`config.mk`:
```
export PLATFORM = sky130hd
export DESIGN_NAME = puf_hd_engine
export DESIGN_NICKNAME = d
export VERILOG_FILES = /design/src/rtl/puf_hd_engine.sv
export SDC_FILE = /design/constraint.sdc
export NUM_CORES = 1
export LEC_CHECK = 0
export BUFFER_PORTS_ARGS = -buffer_cell sky130_fd_sc_hd__buf_2
export CAP_MARGIN = 10
export CORE_MARGIN = 5
export CORE_UTILIZATION = 55
export DETAILED_ROUTE_END_ITERATION = 16
export PLACE_DENSITY = 0.85
export SETUP_SLACK_MARGIN = 0.15
export SLEW_MARGIN = 20
export SYNTH_ARGS = -nofsm -noshare
export SYNTH_HDL_FRONTEND = slang
export SYNTH_SLANG_ARGS = --single-unit
export TNS_END_PERCENT = 5
```
`constraint.sdc`:
```
create_clock -name clk -period 5.3 [get_ports clk]
set_input_delay 1.06 -clock clk [delete_from_list [all_inputs] [get_ports clk]]
set_output_delay 1.06 -clock clk [all_outputs]
set_load 0.05 [all_outputs]
```
`src/rtl/puf_hd_engine.sv`:
```
// puf_hd_engine
//   Hamming-distance engine for PUF response analysis. Accepts a pair of
//   WIDTH-bit hashes, popcounts their XOR serially CHUNK bits per cycle, and
//   presents the distance on a valid/ready output. It also keeps a saturating
//   running sum of distances and a count of delivered pairs. The average HD is
//   acc_sum / (pair_count * WIDTH).
//
// Ports
//   clk, rst              clock; synchronous active-high reset
//   in_valid / in_ready   input handshake (in_ready is high only in IDLE)
//   resp_a, resp_b        the two PUF hashes to compare
//   out_valid / out_ready output handshake for hd_count
//   hd_count              number of differing bits (0..WIDTH)
//   clear_acc             synchronous clear of acc_sum, pair_count and sat
//   acc_sum, pair_count   saturating accumulators, updated on output handshake
//   sat                   sticky flag: an accumulator clamped
//   busy                  engine is not idle
module puf_hd_engine #(
  parameter int unsigned WIDTH = 128,
  parameter int unsigned CHUNK = 8,
  parameter int unsigned ACC_W = 16,
  parameter int unsigned CNT_W = 8
) (
  input  logic                       clk,
  input  logic                       rst,
  input  logic                       in_valid,
  output logic                       in_ready,
  input  logic [WIDTH-1:0]           resp_a,
  input  logic [WIDTH-1:0]           resp_b,
  output logic                       out_valid,
  input  logic                       out_ready,
  output logic [$clog2(WIDTH+1)-1:0] hd_count,
  input  logic                       clear_acc,
  output logic [ACC_W-1:0]           acc_sum,
  output logic [CNT_W-1:0]           pair_count,
  output logic                       sat,
  output logic                       busy
);

  localparam int unsigned NCHUNK = WIDTH / CHUNK;
  localparam int unsigned HD_W   = $clog2(WIDTH + 1);
  localparam int unsigned IDX_W  = (NCHUNK > 1) ? $clog2(NCHUNK) : 1;

  if (WIDTH % CHUNK != 0) begin : g_bad_chunk
    $error("puf_hd_engine: WIDTH must be a multiple of CHUNK");
  end

  typedef enum logic [1:0] {
    ST_IDLE,
    ST_COUNT,
    ST_DONE
  } state_t;

  state_t           state;
  logic [WIDTH-1:0] diff;
  logic [IDX_W-1:0] idx;

  function automatic logic [HD_W-1:0] popcount(input logic [CHUNK-1:0] v);
    logic [HD_W-1:0] n;
    n = '0;
    for (int unsigned i = 0; i < CHUNK; i++) begin
      n = n + HD_W'(v[i]);
    end
    return n;
  endfunction

  // Main FSM. The handshake flags are registered and change on the same edges
  // as the state transitions, so they always agree with the state.
  always_ff @(posedge clk) begin
    if (rst) begin
      state     <= ST_IDLE;
      diff      <= '0;
      idx       <= '0;
      hd_count  <= '0;
      in_ready  <= 1'b1;
      out_valid <= 1'b0;
      busy      <= 1'b0;
    end else begin
      case (state)
        ST_IDLE: begin
          if (in_valid) begin
            diff     <= resp_a ^ resp_b;
            hd_count <= '0;
            idx      <= '0;
            state    <= ST_COUNT;
            in_ready <= 1'b0;
            busy     <= 1'b1;
          end
        end
        ST_COUNT: begin
          hd_count <= hd_count + popcount(diff[CHUNK-1:0]);
          diff     <= diff >> CHUNK;
          idx      <= idx + IDX_W'(1);
          if (idx == IDX_W'(NCHUNK - 1)) begin
            state     <= ST_DONE;
            out_valid <= 1'b1;
          end
        end
        ST_DONE: begin
          if (out_ready) begin
            state     <= ST_IDLE;
            out_valid <= 1'b0;
            in_ready  <= 1'b1;
            busy      <= 1'b0;
          end
        end
        default: begin
          state     <= ST_IDLE;
          in_ready  <= 1'b1;
          out_valid <= 1'b0;
          busy      <= 1'b0;
        end
      endcase
    end
  end

  // Accumulators. A clear coincident with a handshake zeroes the base first
  // and then adds the current result.
  logic [ACC_W-1:0] acc_base;
  logic [CNT_W-1:0] cnt_base;
  logic             sat_base;
  logic [ACC_W:0]   sum_ext;
  logic [CNT_W:0]   cnt_ext;

  always_comb begin
    acc_base = clear_acc ? '0 : acc_sum;
    cnt_base = clear_acc ? '0 : pair_count;
    sat_base = clear_acc ? 1'b0 : sat;
    sum_ext  = {1'b0, acc_base} + (ACC_W + 1)'(hd_count);
    cnt_ext  = {1'b0, cnt_base} + (CNT_W + 1)'(1);
  end

  always_ff @(posedge clk) begin
    if (rst) begin
      acc_sum    <= '0;
      pair_count <= '0;
      sat        <= 1'b0;
    end else if (out_valid && out_ready) begin
      acc_sum    <= sum_ext[ACC_W] ? '1 : sum_ext[ACC_W-1:0];
      pair_count <= cnt_ext[CNT_W] ? '1 : cnt_ext[CNT_W-1:0];
      sat        <= sat_base | sum_ext[ACC_W] | cnt_ext[CNT_W];
    end else if (clear_acc) begin
      acc_sum    <= '0;
      pair_count <= '0;
      sat        <= 1'b0;
    end
  end

endmodule

```
; ---- After elaboration in Yosys (flattened, before gate mapping)
; Cells that the tools add are included.
; W data, S select, Z words.
[word_totals]
regBits = 170
inputBits = 261
output_inout_bits = 36
wordCells = 65
[classes]
add_sub_neg = 11
eq_ne = 6
muxes = 26
n_bitwise = 5
n_reduce_logical = 7
[ops]
columns = operator, count
row1 = $pmux W128 S2, 1
row2 = $mux W128, 1
row3 = $xor A128 B128 Y128, 1
row4 = $mux W16, 3
row5 = $mux W8, 4
row6 = $add A16 B8 Y17, 1
row7 = $pmux W8 S2, 1
row8 = $add A8 B1 Y9 const B, 1
row9 = $pmux W1 S3, 3
row10 = $reduce_and A3 Y1, 3
row11 = $add A7 B1 Y8, 1
row12 = $add A8 B8 Y8, 1
row13 = $pmux W4 S2, 1
row14 = $add A6 B1 Y7, 1
row15 = $mux W1, 7
row16 = $add A5 B1 Y6, 1
row17 = $mux W2, 3
row18 = $ne A2 B2 Y1 const B, 3
row19 = $pmux W2 S3, 1
row20 = $add A4 B1 Y5, 1
row21 = $add A3 B1 Y4, 1
row22 = $add A4 B1 Y4 const B, 1
row23 = $eq A4 B4 Y1 const B, 1
row24 = $mux W4, 1
row25 = 10 further kinds, 12

; ---- Longest topological paths before layout
; Gate-level depths: netlist of the first run.
[logic_depth]
word_depth = 9
ltp_mapped = 12
depth_no_buf = 12

; ---- Least setup slack after synthesis of the first run
; Ideal clock, no wire load.
[synth_path]
path_kind = reg2reg
start = register hd_count[0]
end = register hd_count[6]
arrival_time_ns = 3.756
t_required_ns = 5.235
setup_slack_ns = 1.479
stages_incl_launch_ff = 12
cell_sequence = dfxtp_1 fa_1 inv_1 fa_1 fa_1 fa_1 fa_1 nor2b_1 o21ai_0 a211oi_1 mux2_2 nor2_1
[synth_via]
elab_chain_cells = 2
[synth_rtl]
columns = item, line_no
row1 = start: declaration, 32  ; output logic [$clog2(WIDTH+1)-1:0] hd_count,
row2 = start signal: assignment, 91  ; hd_count <= hd_count + popcount(diff[CHUNK-1:0]);
row3 = $add A8 B8 Y8, 91
row4 = $pmux W8 S2, 79  ; case (state)
; Every way passes these cells.
; A chain may end at the register's enable or synchronous reset.

; ---- Final worst setup path of the first run
; Same ends and word-level chain as after synthesis.

==> results.json, run 1 <==
{
  "die_area_um2": 18700,
  "endpoint_kind": "flip-flop",
  "ctsHoldBuffers": 0,
  "crit_fanout": 4,
  "hold_path.class": "reg -> reg",
  "synth.yosys.seq_area_share_pct": 38.6,
  "drtAntennaViolNets": 0,
  "worstReg2RegEnd": "hd_count[6]",
  "slew_viol_final": 0,
  "num_io_pins": 297,
  "antenna_found_initial": 0,
  "gp_congestion": 0.895,
  "viasPerCell": 5.54,
  "cts-htree-levels": 4,
  "coreArea_um2": 15800,
  "cts_root_buffer": "clkbuf_16",
  "synth_edf_count": 0,
  "required_ps": 5650,
  "rsz0062_at_grt": "no",
  "cts_buffers": 17,
  "setup_viol": 0,
  "die_w_um": 137,
  "clockBufferDepth": 2,
  "holdPathEnd": "diff[35]",
  "worstSetupPathType": "reg -> reg",
  "fin_util_pct": 68.8,
  "cts_tree": "yes",
  "insertion_delay_ps": 420,
  "r2r_slack_ps": 1570,
  "cts.repair.resized": 0,
  "crit_path_start_kind": "flip-flop",
  "ys_warn_count": 0,
  "worstSetupStartpoint": "hd_count[0]",
  "finalPower_mw": 3.40,
  "worst_pin_slew_ps": 1060,
  "final_common_cell": "buf_2",
  "yosysUniqueCellTypes": 61,
  "gr-usage-all-layers_pct": 24.3,
  "grt_pass1_wl_mm": 36.8,
  "layout.nets": 1559,
  "status": "complete, no violations",
  "layout_min_cycle_time_ps": 3730,
  "power_density_nw_per_um2": 312,
  "peakVddDrop_v": 0.000229,
  "syn_nets": 1314,
  "firstDrtPassIters": 8,
  "clkTransAtPathRegs_ps": 70,
  "skew_ps": 7.32,
  "grt_max_degree": 108,
  "path_cells": "fa_1 > inv_1 > fa_1 > fa_1 > fa_1 > fa_1 > nor2b_1 > o21ai_0 > a211oi_1 > mux2_2 > nor2_1",
  "cts_setup_buffers": 0,
  "cap_violations": 0,
  "power_leakage_nw": 4.62,
  "arrival_ps": 4080,
  "avgRoutedWirePerCell_um": 15.7,
  "register_area_um2": 3400,
  "diodes": 0,
  "die_h_um": 137,
  "drtIter0Drc": 696,
  "worst_path_most_repeated_cell": "fa_1",
  "wl_mm": 23.6,
  "fmax_mhz": 268,
  "drive_gt1_share_pct": 27.6,
  "synth_seq_cells": 170,
  "r2r_cells": 11,
  "grt-ovfl-total": 0,
  "setup_tns_ps": 0,
  "initial_utilization_pct": 55.7,
  "synth_flop_cell": "dfxtp_1",
  "maxSlewHeadroom_pct": 29.0,
  "syn_inst": 1031,
  "r2r_start": "hd_count[0]",
  "synthArstFlopShare_pct": 0,
  "dp_hpwl_mm": 16.8,
  "portBuffers": 296,
  "syn_area_per_cell_um2": 8.55,
  "clkSinkCount": 170,
  "syn-cell-area_um2": 8810,
  "drcViolationCount": 0,
  "multi_input_area_um2": 5060,
  "final_cell_mix": "buf_2 (295), dfxtp_1 (170), nand2_1 (156), a21oi_1 (107), xnor2_1 (87)",
  "fin_crit_sh_pct": 70.4,
  "hold_violations": 0,
  "nFillCells": 1252,
  "area_growth_pct": 23.5,
  "num_vias": 8344,
  "hold_path_startpoint": "diff[35]",
  "crit_path_max_incr_delay_ps": 550,
  "whs_path_depth": 2,
  "grt_pass1_vias": 7826,
  "cp_slowest_cell": "fa_1",
  "placementRows": 46
}
-- report_power, final --
group	internal (mW)	switching, mW	total (mW)
combinational	0.317	0.433	0.750
sequential	1.40	0.0777	1.48
clock	0.651	0.515	1.17
total	2.37	1.02	3.40
-- flip-flops by register name (all words and copies together), names as in the netlist --
signal	cells
state	2
in_ready	1
diff	128
pair_count	8
sat	1
busy	1
hd_count	8
acc_sum	16
out_valid	1
idx	4
-- stage by stage --
stage | hold WS (ps) | area (um^2) | std cells | setup slack [ps]
after floorplan | 432 | 8810 | 1031 | 1480
after global placement | 438 | 10300 | 1473 | 1650
after detailed placement | 443 | 10300 | 1473 | 1610
after CTS | 453 | 10900 | 1505 | 1580
after global routing | 464 | 10900 | 1505 | 1320
final | 451 | 10900 | 1505 | 1570
-- area by class of cell --
cell class	instances	area share [%]
inverter	18	0.621
clock inverter	13	1.10
tap	216	2.48
sequential	170	31.3
multi-input combinational	767	46.5
clock buffer	19	3.98
timing repair buffer	302	14.0
-- cells in the mapped netlist, types with 10 or more instances --
library cell,instances,share of area (%)
a21oi_1,107,6.1
a222oi_1,40,4.5
a22oi_1,10,0.85
buf_1,15,0.64
buf_2,12,0.68
clkbuf_1,48,2.0
dfxtp_1,170,39
ha_1,16,2.3
inv_1,18,0.77
nand2_1,156,6.6
nand2b_1,10,0.71
nor2_1,79,3.4
nor2b_1,16,1.1
nor3_1,10,0.57
o211ai_1,72,6.1
o21ai_0,17,0.97
o221ai_1,10,0.99
xnor2_1,87,8.6
xor2_1,50,5.0
-- cells by family (layout without fill, tap and decap cells) --
kind of cell	Yosys count	in the layout	share of synthesized area, %
AND/OR/NAND/NOR	310	310	15.7
AO/OA/AOI/OAI	293	293	23.5
flip-flops	170	170	38.6
XOR/XNOR	137	137	13.6
buffers and inverters	94	352	4.29
adder cells (fa/ha/maj)	22	22	3.63
multiplexers	5	5	0.625
-- worst max-delay path by stage --
stage                              to  slack (ps)
after floorplan           hd_count[6]        1480
after global placement    hd_count[6]        1650
final                     hd_count[6]        1570
after global routing      hd_count[6]        1320
after CTS                 hd_count[6]        1580
after detailed placement  hd_count[6]        1610
-- metal layers --
layer | track usage, % | up-vias | routed length (um)
met3 | 5.29 | 36 | 1720
li1 | - | 4176 | -
met4 | 7.89 | 0 | 363
met5 | 0 | - | 0
met2 | 41.1 | 329 | 11600
met1 | 30.8 | 3803 | 9950
-- critical path, delay by kind of cell (launching register included) --
kind,cells,cell delay [ps]
flip-flops,1,380
adder cells (fa/ha/maj),5,2300
multiplexers,1,370
AND/OR/NAND/NOR,2,200
AO/OA/AOI/OAI,2,370
buffers and inverters,1,50
No activity file was read; power rests on OpenSTA's default activity.
==> inputs of run 2 (changes only) <==
Settings changed: CORE_UTILIZATION 55 to 46, PLACE_DENSITY 0.85 to 0.76.
Clock period 5.3 ns to 3.35 ns, I/O delays scaled along.
==> run 2 against run 1 <==
  * Via count decreased by 0.74%
  * The flow now finishes with violations (setup timing)
  * Combinational power increased by 64%
  * Core utilization decreased by 9.9 points
  * Critical endpoint unchanged
==> results.json, run 2 (synthesis gave the netlist of run 1 again) <==
{
  "dr_wl_met3_mm": 1.81,
  "power_density_nw_per_um2": 495,
  "endpoint_kind": "flip-flop",
  "die_area_um2": 22000,
  "clkSinkCount": 170,
  "status": "complete, but fails checks",
  "dp_hpwl_mm": 17.2,
  "power_leakage_nw": 4.68,
  "holdWs_ps": 451,
  "die_h_um": 148,
  "num_vias": 8282,
  "rsz0062_at_grt": "yes",
  "largest_reg_flops": 128,
  "drive_gt1_share_pct": 28.7,
  "grt_pass1_vias": 7926,
  "grt_max_degree": 100,
  "cts_setup_buffers": 0,
  "gr-usage-all-layers_pct": 20.9,
  "violations": "setup timing",
  "insertion_delay_ps": 430,
  "arrival_ps": 3840,
  "r2r_cells": 11,
  "layout_min_cycle_time_ps": 3480,
  "cp_slowest_cell": "fa_1",
  "peakVddDrop_v": 0.000412,
  "cts_buffers": 17,
  "instances_no_fill": 1532,
  "crit_path_max_incr_delay_ps": 540,
  "grt_pass1_wl_mm": 38.0,
  "firstDrtPassIters": 9,
  "cts_root_buffer": "clkbuf_16",
  "wl_mm": 23.8,
  "slew_viol_final": 0,
  "avgRoutedWirePerCell_um": 15.5,
  "portBuffers": 296,
  "layout.nets": 1568,
  "hold_violations": 0,
  "drcViolationCount": 0,
  "worstSetupPathType": "reg -> reg",
  "worst_pin_slew_ps": 743,
  "drtAntennaViolNets": 0,
  "dp_slack_ps": -213,
  "maxSlewHeadroom_pct": 50.4,
  "viasPerCell": 5.41,
  "final_common_cell": "buf_2",
  "antenna_found_initial": 1,
  "regMostFlops": "diff",
  "timing.final.ws_setup_ps": -128,
  "drtIter0Drc": 526,
  "num_io_pins": 297,
  "skew_ps": 14.5,
  "required_ps": 3710,
  "crit_path_start_kind": "flip-flop",
  "dp.cells": 1500,
  "fin_crit_sh_pct": 104,
  "clockBufferDepth": 2,
  "clkTransAtPathRegs_ps": 70,
  "gp_congestion": 0.882,
  "cts-htree-levels": 4,
  "wl_met1_mm": 10.1,
  "final_cell_mix": "buf_2 (295), dfxtp_1 (169), nand2_1 (156), a21oi_1 (107), xnor2_1 (87)",
  "crit_fanout": 2,
  "wl_met2_mm": 11.6,
  "diodes": 0,
  "nFillCells": 1718,
  "cts_tree": "yes",
  "r2r_slack_ps": -130,
  "top_regs": "diff: 128 flops, acc_sum: 16 flops",
  "die_w_um": 148,
  "routed.top_layer": "met5",
  "ctsHoldBuffers": 0,
  "area_growth_pct": 25.4,
  "cap_violations": 0,
  "hold_path.class": "reg -> reg",
  "coreArea_um2": 18800,
  "placementRows": 50,
  "initial_utilization_pct": 47.0,
  "whs_path_depth": 2,
  "grt-ovfl-total": 0,
  "worst_path_most_repeated_cell": "fa_1",
  "fmax_mhz": 288,
  "path_cells": "fa_1 > inv_1 > fa_1 > fa_1 > fa_2 > fa_2 > nor2b_2 > o21ai_2 > a211oi_2 > mux2_4 > nor2_2",
  "setup_viol": 4
}
## run 2: cell types whose count changed in the layout (fill, tap and decap cells not counted), sizes merged
| cell | delta |
|---|---|
| clkinvlp | +2 |
| clkinv | -4 |
| clkbuf | -1 |
| buf | +9 |
| inv | +3 |
## run 2: layer usage
layer,track usage (%),vias to the layer above
li1,-,4187
met1,27.3,3758
met2,34.7,310
met3,4.91,25
met4,5.59,2
met5,0,-
## run 2: timing repair
action                                  4_1_cts  5_1_grt
endpoints found under the setup margin        5        7
pin swaps                                     3        2
gates cloned                                  0        0
gates resized for setup                       1        5
## run 2: worst paths after layout
kind / from / endpoint
worst min register to register: diff[42] / diff[42]
worst min-delay path: diff[42] / diff[42]
worst max-delay path: hd_count[0] / hd_count[6]
worst max register to register: hd_count[0] / hd_count[6]
## run 2: power by group
part | internal (mW) | total, mW | switching [mW]
sequential | 2.22 | 2.34 | 0.119
clock | 1.04 | 1.90 | 0.860
combinational | 0.534 | 1.23 | 0.695
## run 2: layout make-up
cell class | instances | area [um^2] | area share [%]
multi-input combinational | 767 | 5080 | 46.0
sequential | 170 | 3410 | 30.8
timing repair buffer | 311 | 1630 | 14.8
clock buffer | 18 | 429 | 3.88
tap | 234 | 293 | 2.65
clock inverter | 14 | 136 | 1.23
inverter | 18 | 67.6 | 0.611
## run 2: critical path: cells and delay by family, from the launching register on
kind                     cells  cell delay, ps
adder cells (fa/ha/maj)      5            2230
flip-flops                   1             350
multiplexers                 1             320
AO/OA/AOI/OAI                2             280
AND/OR/NAND/NOR              2             200
buffers and inverters        1              50
## run 2: through the flow
step | power, mW | setup TNS (ps) | area, um^2 | util [%]
floorplan | 3.18 | -126 | 8820 | -
CTS | 5.52 | -388 | 11000 | 58.8
detailed placement | 3.62 | -367 | 10500 | 55.8
finish | 5.47 | -219 | 11100 | 58.9
global placement | 3.58 | -137 | 10500 | 55.8
global route | 5.78 | -741 | 11100 | 58.9
